File: src/rtl/stream_pattern_gen_pkg.sv
// Shared definitions for the stream pattern generator: FSM encoding and
// pattern-mode constants.
package stream_pattern_gen_pkg;

    typedef enum logic [1:0] {
        ST_IDLE   = 2'd0,
        ST_ACTIVE = 2'd1,
        ST_LGAP   = 2'd2,
        ST_FGAP   = 2'd3
    } state_t;

    localparam logic [1:0] MODE_BYTECNT = 2'd0;
    localparam logic [1:0] MODE_XRAMP   = 2'd1;
    localparam logic [1:0] MODE_YRAMP   = 2'd2;
    localparam logic [1:0] MODE_CONST   = 2'd3;

endpackage

File: src/rtl/stream_pattern_gen_if.sv
// AXI4-Stream style video bus (valid/ready, start-of-frame in tuser,
// end-of-line in tlast).
interface stream_pattern_gen_if #(
    parameter int DATA_W = 16
);
    logic              tvalid;
    logic              tready;
    logic [DATA_W-1:0] tdata;
    logic              tuser;
    logic              tlast;

    modport master (
        output tvalid,
        output tdata,
        output tuser,
        output tlast,
        input  tready
    );

    modport slave (
        input  tvalid,
        input  tdata,
        input  tuser,
        input  tlast,
        output tready
    );
endinterface

File: src/rtl/stream_pattern_gen_pix.sv
// Pixel value generator: maps the beat coordinates, running byte counter and
// constant onto tdata according to the selected pattern mode.
module stream_pattern_gen_pix
    import stream_pattern_gen_pkg::*;
#(
    parameter int DATA_W = 16,
    parameter int DIM_W  = 16
) (
    input  logic [1:0]        i_mode,
    input  logic [DIM_W-1:0]  i_x,
    input  logic [DIM_W-1:0]  i_y,
    input  logic [7:0]        i_byte_cnt,
    input  logic [DATA_W-1:0] i_const_val,
    output logic [DATA_W-1:0] o_data
);

    logic [DATA_W-1:0] w_x_ext;
    logic [DATA_W-1:0] w_y_ext;

    // Coordinates are zero-extended or truncated to the pixel width.
    generate
        if (DATA_W > DIM_W) begin : g_widen
            assign w_x_ext = {{(DATA_W-DIM_W){1'b0}}, i_x};
            assign w_y_ext = {{(DATA_W-DIM_W){1'b0}}, i_y};
        end else if (DATA_W == DIM_W) begin : g_same
            assign w_x_ext = i_x;
            assign w_y_ext = i_y;
        end else begin : g_narrow
            assign w_x_ext = i_x[DATA_W-1:0];
            assign w_y_ext = i_y[DATA_W-1:0];
        end
    endgenerate

    // Pattern select.
    always_comb begin
        o_data = '0;
        case (i_mode)
            MODE_BYTECNT: o_data = {(DATA_W/8){i_byte_cnt}};
            MODE_XRAMP:   o_data = w_x_ext;
            MODE_YRAMP:   o_data = w_y_ext;
            MODE_CONST:   o_data = i_const_val;
            default:      o_data = '0;
        endcase
    end

endmodule

File: src/rtl/stream_pattern_gen.sv
// Video test-pattern source. Emits frames of img_width x img_height beats
// with programmable idle gaps after each line and frame. All stream outputs
// are registered: the next-cycle coordinates/config are computed
// combinationally and the pixel generator runs on those, so a stalled beat
// simply reloads identical values and stays stable.
module stream_pattern_gen
    import stream_pattern_gen_pkg::*;
#(
    parameter int DATA_W = 16,
    parameter int DIM_W  = 16
) (
    input  logic                 clk,
    input  logic                 rst_n,
    input  logic                 i_enable,
    input  logic [1:0]           i_mode,
    input  logic [DATA_W-1:0]    i_const_val,
    input  logic [DIM_W-1:0]     i_img_width,
    input  logic [DIM_W-1:0]     i_img_height,
    input  logic [DIM_W-1:0]     i_line_space,
    input  logic [DIM_W-1:0]     i_frame_space,
    stream_pattern_gen_if.master m_axis,
    output logic [DIM_W-1:0]     o_frame_cnt,
    output logic                 o_busy
);

    localparam logic [DIM_W-1:0] ONE_D = DIM_W'(1);

    state_t            r_state, w_nxt_state;
    logic [DIM_W-1:0]  r_x, w_nxt_x;
    logic [DIM_W-1:0]  r_y, w_nxt_y;
    logic [DIM_W-1:0]  r_gap, w_nxt_gap;
    logic [DIM_W-1:0]  r_frame_cnt, w_nxt_frame_cnt;
    logic [7:0]        r_byte_cnt, w_nxt_byte_cnt;

    // Configuration captured at frame start.
    logic [1:0]        r_mode, w_nxt_mode;
    logic [DATA_W-1:0] r_const, w_nxt_const;
    logic [DIM_W-1:0]  r_width, w_nxt_width;
    logic [DIM_W-1:0]  r_height, w_nxt_height;
    logic [DIM_W-1:0]  r_ls, w_nxt_ls;
    logic [DIM_W-1:0]  r_fs, w_nxt_fs;

    logic              w_accept;
    logic              w_start_ok;
    logic              w_load_cfg;
    logic              w_nxt_active;
    logic [DATA_W-1:0] w_pix;
    logic              r_busy;

    assign w_accept     = m_axis.tvalid && m_axis.tready;
    assign w_start_ok   = i_enable && (i_img_width != '0) && (i_img_height != '0);
    assign w_nxt_active = (w_nxt_state == ST_ACTIVE);
    assign o_frame_cnt  = r_frame_cnt;
    assign o_busy       = r_busy;

    // FSM state register; reset aborts any frame in progress immediately.
    always_ff @(posedge clk or negedge rst_n) begin
        if (!rst_n) r_state <= ST_IDLE;
        else        r_state <= w_nxt_state;
    end

    // Next-state, coordinate, counter and config-capture decisions.
    always_comb begin
        w_nxt_state     = r_state;
        w_nxt_x         = r_x;
        w_nxt_y         = r_y;
        w_nxt_gap       = r_gap;
        w_nxt_frame_cnt = r_frame_cnt;
        w_nxt_byte_cnt  = r_byte_cnt;
        w_load_cfg      = 1'b0;

        case (r_state)
            ST_IDLE: begin
                if (w_start_ok) begin
                    w_nxt_state = ST_ACTIVE;
                    w_load_cfg  = 1'b1;
                end
            end
            ST_ACTIVE: begin
                if (w_accept) begin
                    w_nxt_byte_cnt = r_byte_cnt + 8'd1;
                    if (r_x == r_width - ONE_D) begin
                        w_nxt_x = '0;
                        if (r_y == r_height - ONE_D) begin
                            w_nxt_y         = '0;
                            w_nxt_frame_cnt = r_frame_cnt + ONE_D;
                            if (r_fs != '0) begin
                                w_nxt_state = ST_FGAP;
                                w_nxt_gap   = r_fs - ONE_D;
                            end else if (w_start_ok) begin
                                // No frame gap: next frame follows with no bubble.
                                w_nxt_state = ST_ACTIVE;
                                w_load_cfg  = 1'b1;
                            end else begin
                                w_nxt_state = ST_IDLE;
                            end
                        end else begin
                            w_nxt_y = r_y + ONE_D;
                            if (r_ls != '0) begin
                                w_nxt_state = ST_LGAP;
                                w_nxt_gap   = r_ls - ONE_D;
                            end
                        end
                    end else begin
                        w_nxt_x = r_x + ONE_D;
                    end
                end
            end
            ST_LGAP: begin
                if (r_gap == '0) w_nxt_state = ST_ACTIVE;
                else             w_nxt_gap   = r_gap - ONE_D;
            end
            ST_FGAP: begin
                if (r_gap == '0) begin
                    if (w_start_ok) begin
                        w_nxt_state = ST_ACTIVE;
                        w_load_cfg  = 1'b1;
                    end else begin
                        w_nxt_state = ST_IDLE;
                    end
                end else begin
                    w_nxt_gap = r_gap - ONE_D;
                end
            end
            default: w_nxt_state = ST_IDLE;
        endcase

        w_nxt_mode   = w_load_cfg ? i_mode        : r_mode;
        w_nxt_const  = w_load_cfg ? i_const_val   : r_const;
        w_nxt_width  = w_load_cfg ? i_img_width   : r_width;
        w_nxt_height = w_load_cfg ? i_img_height  : r_height;
        w_nxt_ls     = w_load_cfg ? i_line_space  : r_ls;
        w_nxt_fs     = w_load_cfg ? i_frame_space : r_fs;
    end

    stream_pattern_gen_pix #(
        .DATA_W (DATA_W),
        .DIM_W  (DIM_W)
    ) u_pix (
        .i_mode      (w_nxt_mode),
        .i_x         (w_nxt_x),
        .i_y         (w_nxt_y),
        .i_byte_cnt  (w_nxt_byte_cnt),
        .i_const_val (w_nxt_const),
        .o_data      (w_pix)
    );

    // Datapath, captured configuration and registered stream outputs.
    always_ff @(posedge clk or negedge rst_n) begin
        if (!rst_n) begin
            r_x           <= '0;
            r_y           <= '0;
            r_gap         <= '0;
            r_frame_cnt   <= '0;
            r_byte_cnt    <= '0;
            r_mode        <= '0;
            r_const       <= '0;
            r_width       <= '0;
            r_height      <= '0;
            r_ls          <= '0;
            r_fs          <= '0;
            r_busy        <= 1'b0;
            m_axis.tvalid <= 1'b0;
            m_axis.tdata  <= '0;
            m_axis.tuser  <= 1'b0;
            m_axis.tlast  <= 1'b0;
        end else begin
            r_x           <= w_nxt_x;
            r_y           <= w_nxt_y;
            r_gap         <= w_nxt_gap;
            r_frame_cnt   <= w_nxt_frame_cnt;
            r_byte_cnt    <= w_nxt_byte_cnt;
            r_mode        <= w_nxt_mode;
            r_const       <= w_nxt_const;
            r_width       <= w_nxt_width;
            r_height      <= w_nxt_height;
            r_ls          <= w_nxt_ls;
            r_fs          <= w_nxt_fs;
            r_busy        <= (w_nxt_state != ST_IDLE);
            m_axis.tvalid <= w_nxt_active;
            m_axis.tdata  <= w_pix;
            m_axis.tuser  <= w_nxt_active && (w_nxt_x == '0) && (w_nxt_y == '0);
            m_axis.tlast  <= w_nxt_active && (w_nxt_x == w_nxt_width - ONE_D);
        end
    end

endmodule

File: src/flat_wrapper.sv
// flat-port wrapper written by rule: the top's interface ports become plain ports
module stream_pattern_gen_flat import stream_pattern_gen_pkg::*;
#(
    parameter int DATA_W = 16,
    parameter int DIM_W  = 16
)
  (clk, rst_n, i_enable, i_mode, i_const_val, i_img_width, i_img_height, i_line_space, i_frame_space, o_frame_cnt, o_busy, m_axis_tvalid, m_axis_tdata, m_axis_tuser, m_axis_tlast, m_axis_tready);
  stream_pattern_gen_if #(.DATA_W(DATA_W)) m_axis_i ();
  input  logic clk;
  input  logic rst_n;
  input  logic i_enable;
  input  logic [1:0] i_mode;
  input  logic [DATA_W-1:0] i_const_val;
  input  logic [DIM_W-1:0] i_img_width;
  input  logic [DIM_W-1:0] i_img_height;
  input  logic [DIM_W-1:0] i_line_space;
  input  logic [DIM_W-1:0] i_frame_space;
  output logic [DIM_W-1:0] o_frame_cnt;
  output logic o_busy;
  output wire logic [$bits(m_axis_i.tvalid)-1:0] m_axis_tvalid;
  output wire logic [$bits(m_axis_i.tdata)-1:0] m_axis_tdata;
  output wire logic [$bits(m_axis_i.tuser)-1:0] m_axis_tuser;
  output wire logic [$bits(m_axis_i.tlast)-1:0] m_axis_tlast;
  input wire logic [$bits(m_axis_i.tready)-1:0] m_axis_tready;
  assign m_axis_tvalid = m_axis_i.tvalid;
  assign m_axis_tdata = m_axis_i.tdata;
  assign m_axis_tuser = m_axis_i.tuser;
  assign m_axis_tlast = m_axis_i.tlast;
  assign m_axis_i.tready = m_axis_tready;
  stream_pattern_gen #(.DATA_W(DATA_W), .DIM_W(DIM_W)) u_core (.clk(clk), .rst_n(rst_n), .i_enable(i_enable), .i_mode(i_mode), .i_const_val(i_const_val), .i_img_width(i_img_width), .i_img_height(i_img_height), .i_line_space(i_line_space), .i_frame_space(i_frame_space), .m_axis(m_axis_i), .o_frame_cnt(o_frame_cnt), .o_busy(o_busy));
endmodule
File: config.mk
export PLATFORM = sky130hd
export DESIGN_NAME = stream_pattern_gen_flat
export DESIGN_NICKNAME = d
export VERILOG_FILES = /design/src/rtl/stream_pattern_gen_pkg.sv /design/src/rtl/stream_pattern_gen_if.sv /design/src/rtl/stream_pattern_gen_pix.sv /design/src/rtl/stream_pattern_gen.sv /design/src/flat_wrapper.sv
export SDC_FILE = /design/constraint.sdc
export NUM_CORES = 1
export LEC_CHECK = 0
export CAP_MARGIN = 20
export CORE_MARGIN = 3
export CORE_UTILIZATION = 53
export CTS_BUF_LIST = sky130_fd_sc_hd__clkbuf_4
export DETAILED_ROUTE_END_ITERATION = 10
export PLACE_DENSITY = 0.79
export SYNTH_ARGS = -nofsm -noshare
export SYNTH_HDL_FRONTEND = slang
export SYNTH_HIERARCHICAL = 1
export SYNTH_SLANG_ARGS = --single-unit
File: constraint.sdc
create_clock -name clk -period 5.7 [get_ports clk]
set_input_delay 1.71 -clock clk [delete_from_list [all_inputs] [get_ports clk]]
set_output_delay 1.71 -clock clk [all_outputs]
set_load 0.1 [all_outputs]
* Word-level counts from Yosys, hierarchy flattened
Index checks and enable logic that the tools add are counted.
** Operators by class
- Eq/ne operators :: 15
- $add $sub $neg :: 10
- Reductions and logical operators :: 20
- Multiplexer cells :: 37
** Operators by type and width (count)
- two-way mux 16 bit :: 15
- subtractor 16 x 1 -> 16 bit (second input constant) :: 6
- one-hot mux 16 bit (4 select lines) :: 1
- nonzero test 16 bit :: 4
- adder 16 x 1 -> 16 bit (second input constant) :: 3
- equality test 16 bit :: 3
- logical NOT 16 bit :: 3
- one-hot mux 16 bit (2 select lines) :: 1
- two-way mux 2 bit :: 9
- two-way mux 8 bit :: 2
- adder 8 x 1 -> 8 bit (second input constant) :: 1
- equality test 2 bit (second input constant) :: 4
- one-hot mux 2 bit (4 select lines) :: 1
- two-way mux 1 bit :: 7
- equality test 2 x 1 -> 1 bit (second input constant) :: 3
- logical AND 1 bit :: 6
- AND reduction 6 bit :: 1
- logical NOT 2 bit :: 2
- inequality test 2 x 1 -> 1 bit (second input constant) :: 2
- AND reduction 4 bit :: 1
- nonzero test 2 bit :: 2
- inequality test 3 x 1 -> 1 bit (second input constant) :: 1
- inequality test 3 bit (second input constant) :: 1
- one-hot mux 1 bit (3 select lines) :: 1
- 2 further kinds :: 2
** Word-level totals
- Input port bits :: 86
- Output and inout port bits :: 36
- Bits in registers :: 176
- Word-level logic and storage cells :: 99

* Longest topological paths before layout
- Word-level depth :: 13
- Depth in mapped cells :: 25
- Mapped depth without buffers :: 20

* Cells and area by module
The synthesis kept the hierarchy.
** Modules (own cells, without submodules)
- stream_pattern_gen :: sequential area each 4404.2 µm², instances 1, area an instance 10003.3 µm², cells an instance 1075
- stream_pattern_gen_pix :: sequential area each 0.0 µm², instances 1, area an instance 457.9 µm², cells an instance 20

* Worst setup path before layout
No wires, ideal clock.
- Path kind :: input port to flip-flop
- From :: input i_img_width[2]
- To :: register u_core.m_axis.tlast
- Arrival time :: 5.796 ns
- Path slack :: -0.197 ns
- Buffers on the path :: 5
- Stages :: 22
- Required time :: 5.599 ns
- Setup time :: 0.101 ns
- Cells stage by stage :: nor4_1 > nand4_1 > o311a_1 > o21ai_0 > nor2_1 > and4b_1 > or2_2 > buf_2 > buf_2 > buf_1 > clkbuf_1 > a21oi_1 > ha_1 > buf_1 > nand2_1 > nor2_1 > xor2_1 > mux2i_1 > xnor2_1 > nor4_1 > nand3_1 > nor4_1
** On the way
- Word-level cells in the longest chain between the ends :: 13
- Elaborated cells between the ends (all ways) :: 23
- Those cells by class :: add/sub: 1; eq/ne: 2; mux: 16; reduce/logical: 4
** RTL lines
- start, declared :: RTL line flat_wrapper.sv:14 : input logic [DIM_W-1:0] i_img_width;
- nonzero test 16 bit :: RTL line stream_pattern_gen.sv:51 : assign w_start_ok = i_enable && (i_img_width != '0) && (i_img_height != '0);
- logical AND 1 bit (2 in series) :: RTL line stream_pattern_gen.sv:51
- two-way mux 1 bit :: RTL line stream_pattern_gen.sv:74, stream_pattern_gen.sv:90, stream_pattern_gen.sv:115
- two-way mux 1 bit :: RTL line stream_pattern_gen.sv:87 : if (r_fs != '0) begin
- two-way mux 1 bit :: RTL line stream_pattern_gen.sv:84 : if (r_y == r_height - ONE_D) begin
- two-way mux 1 bit :: RTL line stream_pattern_gen.sv:82 : if (r_x == r_width - ONE_D) begin
- two-way mux 1 bit :: RTL line stream_pattern_gen.sv:80 : if (w_accept) begin
- one-hot mux 1 bit (3 select lines) :: RTL line stream_pattern_gen.sv:72 : case (r_state)
- two-way mux 16 bit :: RTL line stream_pattern_gen.sv:130 : w_nxt_width = w_load_cfg ? i_img_width : r_width;
- subtractor 16 x 1 -> 16 bit :: RTL line stream_pattern_gen.sv:183 : m_axis.tlast <= w_nxt_active && (w_nxt_x == w_nxt_width - ONE_D);
- equality test 16 bit :: RTL line stream_pattern_gen.sv:183
- logical AND 1 bit * :: RTL line stream_pattern_gen.sv:183
- end signal, assigned :: RTL line stream_pattern_gen.sv:183
- end, declared :: RTL line stream_pattern_gen_if.sv:16 : output tlast,
Every way passes the cells marked *; elsewhere a longest branch is shown, timed or not.
A chain may end at the register's enable or synchronous reset.

* Worst setup path in the final report
Same ends and word-level chain as after synthesis.

==> flow_summary_export.csv <==
group,metric,value,unit
die,ioPinCount,122,
global_routing,grt_pass1_wl,43.77,mm
yosys,synth-simple-area-share,22.88,%
sta,fin_ws,0.6218,ns
routing,vias_per_cell,5.858,
cts,cts-resized-gates,0,
placed_design,dp_hpwl,20.28,mm
yosys,synth_seq_area_share,42.10,%
yosys,yosys.area.top_type,"dfrtp_1",
routing,met1_length,11.76,mm
critical_path,crit_type,"in -> reg",
placed_design,place_ws,0.05668,ns
yosys,synthAdderAreaFrac,0.9568,%
yosys,synthFlopType,"dfrtp_1",
critical_path,crit_slowest_cell,"clkdlybuf4s50_1",
die,die_x,146.5,um
run,drv_cap,0,
sta,finalSetupViolCount,0,
die,dieArea,21460,um2
yosys,synth_top_family_by_area,"simple AND/OR/NAND/NOR gates",
die,start_util,55.01,%
sta,finClkSkew,0.01551,ns
cts,root_buffer,"clkbuf_4",
global_routing,grt_overflow_total,0,
sta,rsz0062_at_grt,"no",
yosys,synth_cell_types,80,
die,core,19020,um2
yosys,syn_inst,1095,
global_routing,antenna_found_initial,1,
cts,clk_pin_slew,0.15,ns
cts,clk_latency,0.59,ns
finish,nFillCells,1589,
routing,drcViolationCount,0,
finish,area_growth,17.52,%
finish,layout-drive-gt1-share,10.50,%
power_and_ir_drop,power_density,167.7,nW/um2
yosys,yosys.area.top_type_share,42.10,%
sta,fmax,0.1969,GHz
critical_path,path_max_fanout,6,
critical_path,arrival,5.56,ns
worst_hold_path,hold_path_class,"reg -> reg",
routing,dr.pass1.iters,5,
routing,ant_nets,0,
sta,max_slew_margin,34.41,%
critical_path,crit_chain,"clkdlybuf4s50_1 > nor4_2 > nand4_1 > o311a_1 > o21ai_0 > nor2_1 > and4b_1 > or2_2 > a21oi_1 > ha_1 > nand2_1 > nor2_1 > xor2_1 > mux2i_1 > xnor2_1 > nor4_1 > nand3_1 > nor4_1",
routing,dr_total_vias,8722,
yosys,synth-compound-area-share,8.396,%
routing,wl,26.80,mm
global_routing,grt_usage,25.08,%
cts,cts_hold_buffers,0,
cts,h-tree-depth,4,
routing,wl_met2,12.86,mm
power_and_ir_drop,power.leakage,0.005600,uW
yosys,synth_area_leaders,"dfrtp_1 (42%), nand2_1 (7.5%), xnor2_1 (7.5%), mux2_2 (4.4%), xor2_1 (3.3%)",
cts,tritoncts,"done",
yosys,syn_nets,1189,
sta,finalSetupTns,0,ns
critical_path,critPathMaxStageDelay,0.44,ns
yosys,synth_edf_count,0,
cts,numCtsBuffers,17,
die,row_count,50,
yosys,yosysWarnings,6,
placed_design,io_buffers,121,
routing,initialDrtViolationCount,692,
global_routing,grt_pass1_vias,8509,
yosys,ys_seq_elements,176,
yosys,async_flop_share,100.0,%
sta,period_share,89.09,%
finish,fin_nets,1310,
cts,max-clock-path-buffers,2,
die,die_h,146.5,um
status,status,"complete, no violations",
finish,final_util,64.64,%
routing,highest_layer,"met4",
routing,wl_per_cell,18.00,um
sta,worstMarginPinSlew,0.9808,ns
cts,cts_setup_buffers,0,
yosys,synth_mux_area_share,11.35,%
critical_path,cp.required,6.18,ns
global_routing,grt_max_degree,92,
yosys,avgSynthCellArea,9.554,um2
sta,period_minus_slack,5.078,ns
power_and_ir_drop,ir_worst_vdd,0.1136,mV
critical_path,startpoint_type,"input pin",
critical_path,end_kind,"register",
sta,final_hold_viol_count,0,
yosys,syn_area,10460,um2
cts,cts_num_sinks,176,
yosys,synthXorXnorAreaFrac,11.31,%
sta,slew_viol_final,0,
placed_design,place_congestion,0.9489,
routing,routed-wl-met3,1.645,mm
==> cell families (layout without fill, tap and decap cells) <==
group	after synthesis	count (layout)
adder cells (fa/ha/maj)	8	8
AND/OR/NAND/NOR	490	490
XOR/XNOR	132	132
multiplexers	89	89
other	0	1
flip-flops	176	176
buffers and inverters	68	201
AO/OA/AOI/OAI	132	132
==> power breakdown <==
part | internal [uW] | switching (uW)
clock | 265 | 447
combinational | 59.1 | 42.0
sequential | 1250 | 0
==> metal layers <==
metal	vias to the layer above	track usage, %
met1	4264	34.52
met3	44	4.190
li1	4111	-
met5	-	0
met4	0	7.291
met2	303	41.26
==> layout by cell type (no fill, tap or decap), types with 32 or more instances in the layout <==
master / Yosys / routed
mux2_2: 41 / 41
nor2_1: 78 / 77
nand2_1: 210 / 210
dfrtp_1: 176 / 176
xor2_1: 40 / 40
mux2i_1: 32 / 32
clkdlybuf4s50_1: 0 / 120
o21ai_0: 35 / 35
xnor2_1: 90 / 90
a21oi_1: 34 / 34
==> worst paths after layout <==
kind                                        start                endpoint  slack, ns  cells past startpoint
setup / recovery                   i_img_width[2]     u_core/m_axis.tlast       0.62                     18
hold / removal             u_core/o_frame_cnt[15]  u_core/o_frame_cnt[15]       0.48                      1
setup reg to reg                u_core/r_width[3]     u_core/m_axis.tlast       0.63                     14
hold reg to reg            u_core/o_frame_cnt[15]  u_core/o_frame_cnt[15]       0.48                      1
max in group asynchronous                   rst_n       u_core/r_width[7]       3.61                      2
min in group asynchronous                   rst_n  u_core/o_frame_cnt[13]       1.15                      1
==> state kept, by name, summed over array words and instances, names as in the netlist, 2 cells and up <==
name                 count
u_core/m_axis.tdata     16
u_core/o_frame_cnt      16
u_core/r_byte_cnt        8
u_core/r_const          16
u_core/r_fs             16
u_core/r_gap            16
u_core/r_height         16
u_core/r_ls             16
u_core/r_mode            2
u_core/r_state           2
u_core/r_width          16
u_core/r_x              16
u_core/r_y              16
==> synthesized netlist by cell type (3+ instances only) <==
| master | instances |
|---|---|
| o22ai_1 | 3 |
| nor4_1 | 22 |
| a21boi_0 | 3 |
| and2_1 | 11 |
| a22oi_1 | 5 |
| nor2b_1 | 3 |
| a31oi_1 | 4 |
| o31ai_1 | 3 |
| nand2b_1 | 10 |
| mux4_1 | 12 |
| mux4_2 | 4 |
| inv_1 | 17 |
| nand4_1 | 31 |
| buf_2 | 4 |
| nor3_1 | 29 |
| a21oi_1 | 34 |
| or3_1 | 16 |
| nor3b_1 | 3 |
| buf_6 | 3 |
| and4_1 | 8 |
| o21ai_0 | 35 |
| mux2i_1 | 32 |
| or4_1 | 4 |
| nand3_1 | 25 |
| nand2_1 | 210 |
| xor2_1 | 40 |
| a22o_1 | 3 |
| or4b_1 | 3 |
| nor2_1 | 78 |
| buf_1 | 7 |
| o21a_1 | 9 |
| clkbuf_1 | 32 |
| and4b_1 | 4 |
| ha_1 | 8 |
| xnor2_1 | 90 |
| or2_2 | 5 |
| and3_1 | 15 |
| dfrtp_1 | 176 |
| o21ai_1 | 5 |
| mux2_2 | 41 |
==> critical path, delay by kind of cell <==
family	cells	cell delay, ns
buf+inv	1	0.44
simple gates	10	2.06
fa+ha+maj	1	0.22
compound gates	3	0.71
xor+xnor	2	0.30
mux	1	0.11
==> area by class of cell <==
cell class / count / area (um2) / area share, %
Timing Repair Buffer: 153 / 1465 / 11.92
Tap cell: 260 / 325.3 / 2.646
Antenna cell: 1 / 2.502 / 0.02035
Inverter: 17 / 63.81 / 0.5190
Clock buffer: 18 / 135.1 / 1.099
Sequential cell: 176 / 4404 / 35.82
Clock inverter: 13 / 137.6 / 1.119
Multi-Input combinational cell: 851 / 5761 / 46.86
==> metrics by stage <==
| stage | std cells | area, um2 | total power (uW) | hold slack (ns) |
|---|---|---|---|---|
| 6_report | 1489 | 12290 | 2062 | 0.4835 |
| 5_1_grt | 1489 | 12290 | 2141 | 0.5245 |
| 4_1_cts | 1488 | 12290 | 2081 | 0.4898 |
| 3_5_place_dp | 1457 | 12020 | 1375 | 0.4694 |
| 3_3_place_gp | 1457 | 12020 | 1375 | 0.4649 |
| 2_1_floorplan | 1095 | 10470 | 1279 | 0.4499 |
No activity file was read; power rests on OpenSTA's default activity.
